[config.mk]
export PLATFORM = sky130hd
export DESIGN_NAME = systolic_tile_seq_flat
export DESIGN_NICKNAME = d
export VERILOG_FILES = /design/src/rtl/systolic_tile_seq_if.sv /design/src/rtl/systolic_tile_seq.sv /design/src/flat_wrapper.sv
export SDC_FILE = /design/constraint.sdc
export NUM_CORES = 1
export LEC_CHECK = 0
export ABC_AREA = 0
export CAP_MARGIN = 10
export CORE_UTILIZATION = 46
export CTS_CLUSTER_SIZE = 16
export DETAILED_ROUTE_END_ITERATION = 10
export HOLD_SLACK_MARGIN = 0.1
export MAX_ROUTING_LAYER = met4
export PLACE_DENSITY = 0.82
export SLEW_MARGIN = 20
export SYNTH_ARGS = -nofsm -noshare
export SYNTH_HDL_FRONTEND = slang
export SYNTH_SLANG_ARGS = --single-unit
[constraint.sdc]
create_clock -name clk -period 2.5 [get_ports clk]
set_input_delay 0.375 -clock clk [delete_from_list [all_inputs] [get_ports clk]]
set_output_delay 0.375 -clock clk [all_outputs]
set_load 0.05 [all_outputs]
[src/rtl/systolic_tile_seq_if.sv]
// Handshake/control bundle between a tile controller client and the
// systolic tile sequencer; slave = sequencer, master = its driver.
// Ports: start/mode/stall/bases in, RAM strobes, PE enables, status out.
interface systolic_tile_seq_if #(
   parameter int N  = 4,
   parameter int AW = 8,
   parameter int CW = 11
);
   localparam int NW = $clog2(N);

   logic            data_load_done;
   logic            acc_mode;
   logic            stall;
   logic [AW-1:0]   a_base;
   logic [AW-1:0]   w_base;
   logic [CW-1:0]   c_base;
   logic [AW-1:0]   ram_a_addr;
   logic [AW-1:0]   ram_w_addr;
   logic            ram_a_rden;
   logic            ram_w_rden;
   logic [N*N-1:0]  en_mac;
   logic [N*N-1:0]  clr_accum;
   logic            c_wren;
   logic [NW-1:0]   c_row;
   logic [CW-1:0]   ram_c_addr;
   logic            busy;
   logic            calc_done;

   modport master (
      output data_load_done, acc_mode, stall,
      output a_base, w_base, c_base,
      input  ram_a_addr, ram_w_addr, ram_a_rden, ram_w_rden,
      input  en_mac, clr_accum, c_wren, c_row, ram_c_addr,
      input  busy, calc_done
   );

   modport slave (
      input  data_load_done, acc_mode, stall,
      input  a_base, w_base, c_base,
      output ram_a_addr, ram_w_addr, ram_a_rden, ram_w_rden,
      output en_mac, clr_accum, c_wren, c_row, ram_c_addr,
      output busy, calc_done
   );
endinterface

[src/rtl/systolic_tile_seq.sv]
// Sequencer for an N x N systolic tile: clear, K-deep skewed MAC sweep,
// row write-back, done pulse. Ports: clk, rst_n, bus (slave modport).
module systolic_tile_seq #(
   parameter int N  = 4,
   parameter int K  = 16,
   parameter int AW = 8,
   parameter int CW = 11
) (
   input logic               clk,
   input logic               rst_n,
   systolic_tile_seq_if.slave bus
);
   localparam int TW    = $clog2(K + 2*N);
   localparam int NW    = $clog2(N);
   // Last step at which the far corner PE(N-1,N-1) still consumes data.
   localparam int TLAST = K + 2*N - 2;

   typedef enum logic [2:0] {
      IDLE, CLR, CALC, WB, DONE
   } state_t;

   state_t          state, nxt;
   logic [TW-1:0]   t;
   logic [NW-1:0]   r;
   logic            acc_r;
   logic [AW-1:0]   a_base_r, w_base_r;
   logic [CW-1:0]   c_base_r;
   logic            start, go, t_end, r_end;
   int              tv;

   logic            rden;
   logic [N*N-1:0]  en;
   logic [N*N-1:0]  clr;
   logic            wren;
   logic            done;

   assign start = (state == IDLE) && bus.data_load_done;
   assign go    = !bus.stall;
   assign t_end = (t == TW'(TLAST));
   assign r_end = (r == NW'(N-1));
   assign tv    = 32'(t);

   always_ff @(posedge clk or negedge rst_n) begin
      if (!rst_n) state <= IDLE;
      else        state <= nxt;
   end

   always_comb begin
      nxt = state;
      unique case (state)
         IDLE: if (start) nxt = CLR;
         CLR:  nxt = CALC;
         CALC: if (go && t_end) nxt = WB;
         WB:   if (go && r_end) nxt = DONE;
         DONE: nxt = IDLE;
         default: nxt = IDLE;
      endcase
   end

   always_ff @(posedge clk or negedge rst_n) begin
      if (!rst_n) begin
         t        <= '0;
         r        <= '0;
         acc_r    <= 1'b0;
         a_base_r <= '0;
         w_base_r <= '0;
         c_base_r <= '0;
      end else begin
         if (start) begin
            acc_r    <= bus.acc_mode;
            a_base_r <= bus.a_base;
            w_base_r <= bus.w_base;
            c_base_r <= bus.c_base;
         end
         if (state == CLR) begin
            t <= '0;
            r <= '0;
         end
         if (state == CALC && go && !t_end) t <= t + 1'b1;
         if (state == WB && go && !r_end)   r <= r + 1'b1;
      end
   end

   // PE(i,j) sees its first operand pair i+j cycles after the RAM
   // read of step 0, plus one cycle of RAM read latency.
   always_comb begin
      rden = 1'b0;
      en   = '0;
      clr  = '0;
      wren = 1'b0;
      done = 1'b0;
      unique case (state)
         CLR:  clr = acc_r ? '0 : '1;
         CALC: begin
            if (go) begin
               rden = (tv < K);
               for (int i = 0; i < N; i++)
                  for (int j = 0; j < N; j++)
                     en[i*N+j] = (tv >= i+j+1) && (tv <= i+j+K);
            end
         end
         WB:   wren = go;
         DONE: done = 1'b1;
         default: ;
      endcase
   end

   assign bus.ram_a_addr = a_base_r + AW'(t);
   assign bus.ram_w_addr = w_base_r + AW'(t);
   assign bus.ram_a_rden = rden;
   assign bus.ram_w_rden = rden;
   assign bus.en_mac     = en;
   assign bus.clr_accum  = clr;
   assign bus.c_wren     = wren;
   assign bus.c_row      = r;
   assign bus.ram_c_addr = c_base_r + CW'(r);
   assign bus.busy       = (state != IDLE);
   assign bus.calc_done  = done;
endmodule

[src/flat_wrapper.sv]
// flat-port wrapper written by rule: the top's interface ports become plain ports
module systolic_tile_seq_flat 
#(
   parameter int N  = 4,
   parameter int K  = 16,
   parameter int AW = 8,
   parameter int CW = 11
)
  (clk, rst_n, bus_data_load_done, bus_acc_mode, bus_stall, bus_a_base, bus_w_base, bus_c_base, bus_ram_a_addr, bus_ram_w_addr, bus_ram_a_rden, bus_ram_w_rden, bus_en_mac, bus_clr_accum, bus_c_wren, bus_c_row, bus_ram_c_addr, bus_busy, bus_calc_done);
  systolic_tile_seq_if #(.N(N), .AW(AW), .CW(CW)) bus_i ();
  input logic clk;
  input logic rst_n;
  input wire logic [$bits(bus_i.data_load_done)-1:0] bus_data_load_done;
  input wire logic [$bits(bus_i.acc_mode)-1:0] bus_acc_mode;
  input wire logic [$bits(bus_i.stall)-1:0] bus_stall;
  input wire logic [$bits(bus_i.a_base)-1:0] bus_a_base;
  input wire logic [$bits(bus_i.w_base)-1:0] bus_w_base;
  input wire logic [$bits(bus_i.c_base)-1:0] bus_c_base;
  output wire logic [$bits(bus_i.ram_a_addr)-1:0] bus_ram_a_addr;
  output wire logic [$bits(bus_i.ram_w_addr)-1:0] bus_ram_w_addr;
  output wire logic [$bits(bus_i.ram_a_rden)-1:0] bus_ram_a_rden;
  output wire logic [$bits(bus_i.ram_w_rden)-1:0] bus_ram_w_rden;
  output wire logic [$bits(bus_i.en_mac)-1:0] bus_en_mac;
  output wire logic [$bits(bus_i.clr_accum)-1:0] bus_clr_accum;
  output wire logic [$bits(bus_i.c_wren)-1:0] bus_c_wren;
  output wire logic [$bits(bus_i.c_row)-1:0] bus_c_row;
  output wire logic [$bits(bus_i.ram_c_addr)-1:0] bus_ram_c_addr;
  output wire logic [$bits(bus_i.busy)-1:0] bus_busy;
  output wire logic [$bits(bus_i.calc_done)-1:0] bus_calc_done;
  assign bus_i.data_load_done = bus_data_load_done;
  assign bus_i.acc_mode = bus_acc_mode;
  assign bus_i.stall = bus_stall;
  assign bus_i.a_base = bus_a_base;
  assign bus_i.w_base = bus_w_base;
  assign bus_i.c_base = bus_c_base;
  assign bus_ram_a_addr = bus_i.ram_a_addr;
  assign bus_ram_w_addr = bus_i.ram_w_addr;
  assign bus_ram_a_rden = bus_i.ram_a_rden;
  assign bus_ram_w_rden = bus_i.ram_w_rden;
  assign bus_en_mac = bus_i.en_mac;
  assign bus_clr_accum = bus_i.clr_accum;
  assign bus_c_wren = bus_i.c_wren;
  assign bus_c_row = bus_i.c_row;
  assign bus_ram_c_addr = bus_i.ram_c_addr;
  assign bus_busy = bus_i.busy;
  assign bus_calc_done = bus_i.calc_done;
  systolic_tile_seq #(.N(N), .K(K), .AW(AW), .CW(CW)) u_core (.clk(clk), .rst_n(rst_n), .bus(bus_i));
endmodule
Yosys cells after proc, flatten, opt, wreduce, memory -nomap -nowiden
Cells that the tools add are included.
Storage, ports and cells
  bits in registers: 38
  input bits: 32
  memories kept: 0
  bits in writable memories: 0
  bits in latches: 0
  memory bits (read-only): 0
Operators by class
  bitwise operators: 0
  shift operators: 0
  equal/unequal tests: 9
  $mul: 0
  multiplexer cells: 16
  $lt $le $gt $ge: 15
  $add $sub $neg: 5
  divide/modulo/power cells: 0
  reduce and logical (&&, ||, !) cells: 22
Operators by type and width (number)
  $mux W16: 4
  $le A5 B5 Y1 const B: 7
  $ge A5 B3 Y1 const B: 4
  $add A8 B5 Y8: 2
  $logic_and A1 B1 Y1: 14
  $pmux W3 S4: 1
  $add A11 B2 Y11: 1
  $ge A5 B2 Y1 const B: 2
  $mux W5: 2
  $mux W3: 3
  $eq A3 B2 Y1 const B: 2
  $ne A2 B1 Y1 const B: 3
  $add A5 B1 Y5 const B: 1
  $eq A5 B5 Y1 const B: 1
  $ge A5 B1 Y1 const B: 1
  $lt A5 B5 Y1 const B: 1
  $mux W1: 4
  $mux W2: 2
  $reduce_bool A2 Y1: 2
  $eq A3 B1 Y1 const B: 1
  $eq A3 B3 Y1 const B: 1
  $logic_not A1 Y1: 3
  $logic_not A3 Y1: 1
  $reduce_and A3 Y1: 1
  3 further kinds: 3

Logic depth before layout (Yosys ltp)
Gate-level depths: netlist of the first run.
  depth after elaboration: 4
  gate-level depth with buffers: 7
  mapped depth without buffers: 7

Worst setup path before layout of the first run
Ideal clock, no wire load.
  kind: input to output
  from: in bus_stall
  to: out bus_en_mac[5]
  data required time: 2.125 ns
  arrival time: 2.747 ns
  slack: -0.622 ns
  stages: 5
  cell sequence: nand2b_2 or3_1 buf_2 a211oi_1 buf_4
On the way
  cells in the longest elaborated chain, start to end: 2
RTL lines
  start: declaration: line flat_wrapper.sv:15  | input wire logic [$bits(bus_i.stall)-1:0] bus_stall;
  $mux W16: line systolic_tile_seq.sv:95  | if (go) begin
  $mux W16: line systolic_tile_seq.sv:92  | unique case (state)
  end: declaration: line flat_wrapper.sv:23  | output wire logic [$bits(bus_i.en_mac)-1:0] bus_en_mac;
No other way between the ends.

Worst setup path in the final report of the first run
  from: reg u_core.a_base_r[0]
  to: out bus_ram_a_addr[6]
On the way
  cells in the longest elaborated chain, start to end: 1
RTL lines
  start: declaration: line systolic_tile_seq.sv:26  | logic [AW-1:0] a_base_r, w_base_r;
  start signal: assignment: line systolic_tile_seq.sv:71  | a_base_r <= bus.a_base;
  $add A8 B5 Y8: line systolic_tile_seq.sv:108  | assign bus.ram_a_addr = a_base_r + AW'(t);
  end: declaration: line flat_wrapper.sv:19  | output wire logic [$bits(bus_i.ram_a_addr)-1:0] bus_ram_a_addr;
No other way between the ends.

==> metrics.yaml, run 1 <==
status: "finished with violations"
failed_checks: "negative setup slack"
drt-vias-per-instance: 5.52
syn_nets: 323
ys_seq_elements: 38
timing.rr.start: "u_core.t[0]"
skew_ns: 0.00821
postPlaceCellArea_um2: 4320
area_delta_synth_final_pct: 69.4
crit_required_ns: 2.12
crit_fanout: 2
port_buffers: 97
ys_types: 49
ys_seq_area_frac: 0.347
detail-route-antenna-nets: 0
fill_cells: 284
place_congestion: 0.808
setup_violations: 4
max_freq_mhz: 391
drc: 0
r2r_slack_ns: 0.69
die-area_um2: 6270
synth_cells: 272
r2r-end: "u_core.t[4]"
postCtsHoldBufs: 0
drt_iter0_markers: 100
slowest_stage: "dfrtp_1"
clk_pin_slew_worst_paths_ns: 0.09
die_w_um: 79.2
setup.worst_path.end: "bus_ram_a_addr[6]"
maxCapViolations: 0
setup.worst_path.end_class: "output port"
post-route-cell-area_um2: 4640
period_share: 1.02
synth_flop_cell: "dfrtp_1"
antenna_cells: 0
die_y_um: 79.2
crit_start: "u_core.a_base_r[0]"
slowest_delay_ns: 0.42
setup_slack_ns: -0.0605
yosys_warnings: 0
min_path_type: "in -> async"
ios: 98
num_vias: 2414
fin_crit_ns: 2.56
gr-total-overflow: 0
clk_path_buf_depth: 2
hold_viol: 0
syn-cell-area_um2: 2740
clk_latency_ns: 0.31
num_rows: 27
routedWlPerCell_um: 17.9
antenna_found_initial: 0
rr_worst_depth: 5
start_util: 0.489
dpl.hpwl_um: 5260
post-route-util: 0.828
slew_violations: 0
grt_first_pass_wirelength_um: 12400
grt_pass1_vias: 2538
grt_use_total: 0.263
syn_avg_cell_area_um2: 10.1
clockRootBuffer: "clkbuf_8"
drive_gt1_frac: 0.466
multi_input_area_um2: 1700
htree_levels: 2
tritoncts: "yes"
tightest_slew_ns: 0.865
synth_edf_count: 0
grt_max_degree: 39
seq_area_um2: 955
cts.sinks: 38
dr.pass1.iters: 4
startpoint_type: "register"
arrival_ns: 2.19
path_class: "reg -> out"
wl_um: 7800
nNetsFinal: 415
core_area_um2: 5610
grt_setup_unrepaired: "yes"
cts_made_buffers: 5
slew_headroom: 0.424
worstPathCellList: "ha_4 -> inv_2 -> fa_2 -> nor2b_2 -> o21ai_2 -> a21oi_2 -> xor2_2 -> buf_12"
synthArstFlopShare: 1.00
-- routing by layer --
layer,global-route usage,vias to the layer above,share of wire
met1,0.286,1193,0.38
met4,0.0745,0,0.021
met2,0.479,107,0.55
met5,-,-,0
li1,-,1095,-
met3,0.0563,19,0.055
-- worst min-delay path by stage --
| stage | start | end | slack (ns) | cells past startpoint |
|---|---|---|---|---|
| after global placement | u_core.a_base_r[4] | u_core.a_base_r[4] | 0.47 | 1 |
| after detailed placement | u_core.a_base_r[2] | u_core.a_base_r[2] | 0.50 | 1 |
| after global routing | rst_n | u_core.w_base_r[5] | 0.25 | 1 |
| after CTS | rst_n | u_core.c_base_r[8] | 0.20 | 1 |
| final | rst_n | u_core.w_base_r[3] | 0.18 | 1 |
| after floorplan | rst_n | u_core.a_base_r[0] | 0.08 | 0 |
-- through the flow --
| stage | hold WS, ns | instances | TNS, ns | setup slack (ns) |
|---|---|---|---|---|
| 4_1_cts | 0.202 | 431 | -0.00997 | -0.00777 |
| 3_5_place_dp | 0.503 | 419 | 0 | 0.0586 |
| 3_3_place_gp | 0.474 | 419 | 0 | 0.107 |
| 5_1_grt | 0.247 | 437 | -0.442 | -0.134 |
| 6_report | 0.182 | 437 | -0.102 | -0.0605 |
| 2_1_floorplan | 0.0794 | 272 | -0.284 | -0.0809 |
-- cell usage after synthesis (2+ instances only) --
| library cell | number | area (um^2) |
|---|---|---|
| o31ai_1 | 2 | 15.0 |
| nor2b_1 | 8 | 50.1 |
| ha_1 | 16 | 200 |
| buf_2 | 2 | 10.0 |
| nand2_1 | 14 | 52.6 |
| nor2_1 | 15 | 56.3 |
| a221oi_2 | 4 | 60.1 |
| nand2b_1 | 3 | 18.8 |
| nand3_1 | 8 | 40.0 |
| a211oi_1 | 2 | 15.0 |
| inv_1 | 15 | 56.3 |
| nor3_1 | 3 | 15.0 |
| o211ai_1 | 2 | 15.0 |
| o21ai_0 | 16 | 80.1 |
| fa_1 | 3 | 60.1 |
| a21oi_1 | 12 | 60.1 |
| xnor2_1 | 12 | 105 |
| nor3b_1 | 2 | 15.0 |
| dfrtp_1 | 38 | 951 |
| mux2_2 | 24 | 270 |
| buf_6 | 5 | 56.3 |
| buf_4 | 27 | 203 |
| or3_1 | 2 | 12.5 |
| xor2_1 | 10 | 87.6 |
| a21o_1 | 3 | 22.5 |
-- critical path: cells and delay by family (launching register included) --
| kind | cells | cell delay, ns |
|---|---|---|
| AOI/OAI and AO/OA | 2 | 0.31 |
| xor gates and xnor gates | 1 | 0.22 |
| adders and majority gates | 2 | 0.58 |
| buffers and inverters | 2 | 0.20 |
| DFF | 1 | 0.42 |
| and+or+nand+nor | 1 | 0.15 |
-- cell usage in the layout, fill, tap and decap left out, types with 5 or more instances in the layout --
cell             Yosys  layout
buf_4               27      24
buf_12               0      58
clkbuf_8             0       5
ha_1                16      12
mux2_2              24      24
xor2_2               0       6
nor2b_1              8       5
nor2_1              15      13
xnor2_1             12       8
dfrtp_1             38      35
a21oi_1             12       7
a21oi_2              0       5
nand2_1             14      14
clkdlybuf4s50_1      0      37
o21ai_0             16      14
nand3_1              8       6
inv_1               15      12
-- state kept, by name, indices dropped and copies added (netlist names) --
register	count
u_core.acc_r	1
u_core.t	5
u_core.a_base_r	8
u_core.bus.c_row	2
u_core.state	3
u_core.c_base_r	11
u_core.w_base_r	8
-- logic make-up after synthesis --
logic type	after synthesis	synth area share
flip-flops	38	0.347
multiplexers	26	0.106
XOR/XNOR	22	0.0703
AO/OA/AOI/OAI	50	0.127
adder cells (fa/ha/maj)	19	0.0950
buffers and inverters	51	0.122
AND/OR/NAND/NOR	66	0.132
-- layout make-up --
class | instances | share of cell area
clock buffer | 5 | 0.0148
clock inverter | 3 | 0.00971
tap | 72 | 0.0194
timing repair buffer | 121 | 0.372
inverter | 15 | 0.0121
sequential | 38 | 0.206
multi-input combinational | 183 | 0.366
-- repair_timing --
action | in CTS | in global routing
endpoints found under the hold margin | 0 | 0
endpoints found under the setup margin | 9 | 15
pin swaps | 15 | 16
resized for setup | 17 | 15
setup buffers | 4 | 6
gates cloned | 0 | 0
Power of run 1 is not shown: default switching activity piles up to over one toggle a cycle in this logic, so the estimate is an artifact.
==> run 2: changes to the inputs <==
CAP_MARGIN = not set   (was 10)
CORE_UTILIZATION = 34   (was 46)
PLACE_DENSITY = not set   (was 0.82)
==> run 2 against run 1 <==
Net effect:
- the flow now finishes without violations
- first-iteration DRC count increased by 52%
- routed wire length fell by 20%
- worst hold slack improved by 0.012 ns
- critical path depth shrank 1
- die area is 34% higher
- clock-buffer cell count grew 1
- core utilization fell by 24 points
==> metrics.yaml, run 2 (synthesized netlist as in run 1, its figures left out) <==
hold_viol: 0
drc: 0
setup_violations: 0
largestRegisters: "u_core.c_base_r x11, u_core.a_base_r x8, u_core.w_base_r x8"
whs_ns: 0.194
grt_pass1_vias: 2282
num_vias: 2225
port_buffers: 97
cts_made_buffers: 5
drt_iter0_markers: 152
maxCapViolations: 0
die_y_um: 91.8
largest_register_ff_count: 11
dpl.hpwl_um: 4840
die-area_um2: 8420
period_share: 0.965
slew_headroom: 0.429
core_area_um2: 7770
min_path_type: "in -> async"
fin_crit_ns: 2.41
mostFrequentLayoutCells: "buf_12 (59), clkdlybuf4s50_1 (36), dfrtp_1 (36)"
nNetsFinal: 409
antenna_found_initial: 0
stdcell_count: 461
crit_fanout: 3
status: "completed"
grt_first_pass_wirelength_um: 10600
area_delta_synth_final_pct: 66.5
skew_ns: 0.00565
grt_use_total: 0.158
crit_required_ns: 2.12
final_common_cell: "buf_12"
place_congestion: 0.769
drive_gt1_frac: 0.421
slew_violations: 0
path_class: "reg -> out"
arrival_ns: 2.04
die_w_um: 91.8
clk_path_buf_depth: 2
start_util: 0.353
setup_tns_ns: 0
gr-total-overflow: 0
tritoncts: "yes"
drt-vias-per-instance: 4.83
num_rows: 32
cts.sinks: 38
antenna_cells: 0
grt_setup_unrepaired: "yes"
startpoint_type: "register"
grt_max_degree: 39
dr.pass1.iters: 4
ios: 98
routedWlPerCell_um: 13.6
max_freq_mhz: 415
regMostFlops: "u_core.c_base_r"
clk_pin_slew_worst_paths_ns: 0.08
clockRootBuffer: "clkbuf_8"
clk_latency_ns: 0.28
placed_cells: 449
setup.worst_path.end_class: "output port"
htree_levels: 2
wl_um: 6260
tightest_slew_ns: 0.857
fill_cells: 704
detail-route-antenna-nets: 0
run 2: path summary, 6_finish.rpt:
path,startpoint,end,slack [ns],cells after the start
worst max register to register,u_core.t[1],u_core.t[1],0.81,5
worst max-delay path,u_core.c_base_r[0],bus_ram_c_addr[8],0.09,7
worst min register to register,u_core.a_base_r[4],u_core.a_base_r[4],0.51,1
max in group asynchronous,rst_n,u_core.bus.c_row[1],1.72,1
worst min-delay path,rst_n,u_core.state[2],0.19,1
min in group clk,bus_stall,u_core.state[2],0.37,2
run 2: critical path, cell delays in order, from the launching register on:
cell and delay, ns:
dfrtp_1 0.40, ha_4 0.15, inv_2 0.04, fa_2 0.40, nor3b_4 0.26, nand3_2 0.17
xnor2_4 0.19, buf_12 0.15
run 2: final cells by class:
cell class              instances  area (um^2)  area share
flip-flops and latches         38          953       0.209
clock inverters                 2         12.5     0.00274
inverters                      15         56.3      0.0123
clock buffers                   6         82.6      0.0181
well taps                     102          128      0.0280
multi-input cells             183         1640       0.358
repair buffers                115         1690       0.371
run 2: what timing repair did:
item,in CTS,in global routing
endpoints found under the setup margin,4,16
gates resized for setup,4,13
pin swaps,6,13
buffers inserted,2,2
gates cloned,0,0
hold buffers,0,0
run 2: per-stage QoR:
stage / worst slack (ns) / util / area, um^2
floorplan: -0.0809 / - / 2870
global placement: 0.0384 / 0.565 / 4390
detailed placement: 0.0247 / 0.565 / 4390
CTS: -0.0164 / 0.580 / 4510
global route: -0.0232 / 0.587 / 4560
finish: 0.0884 / 0.587 / 4560
run 2: metal layers:
| metal | share of wire | vias to the layer above | track usage |
|---|---|---|---|
| li1 | - | 1082 | - |
| met1 | 0.45 | 1058 | 0.199 |
| met2 | 0.48 | 78 | 0.256 |
| met3 | 0.067 | 7 | 0.0423 |
| met4 | 0.0096 | 0 | 0.0326 |
| met5 | 0 | - | - |
Power of run 2 is left out for the same reason.
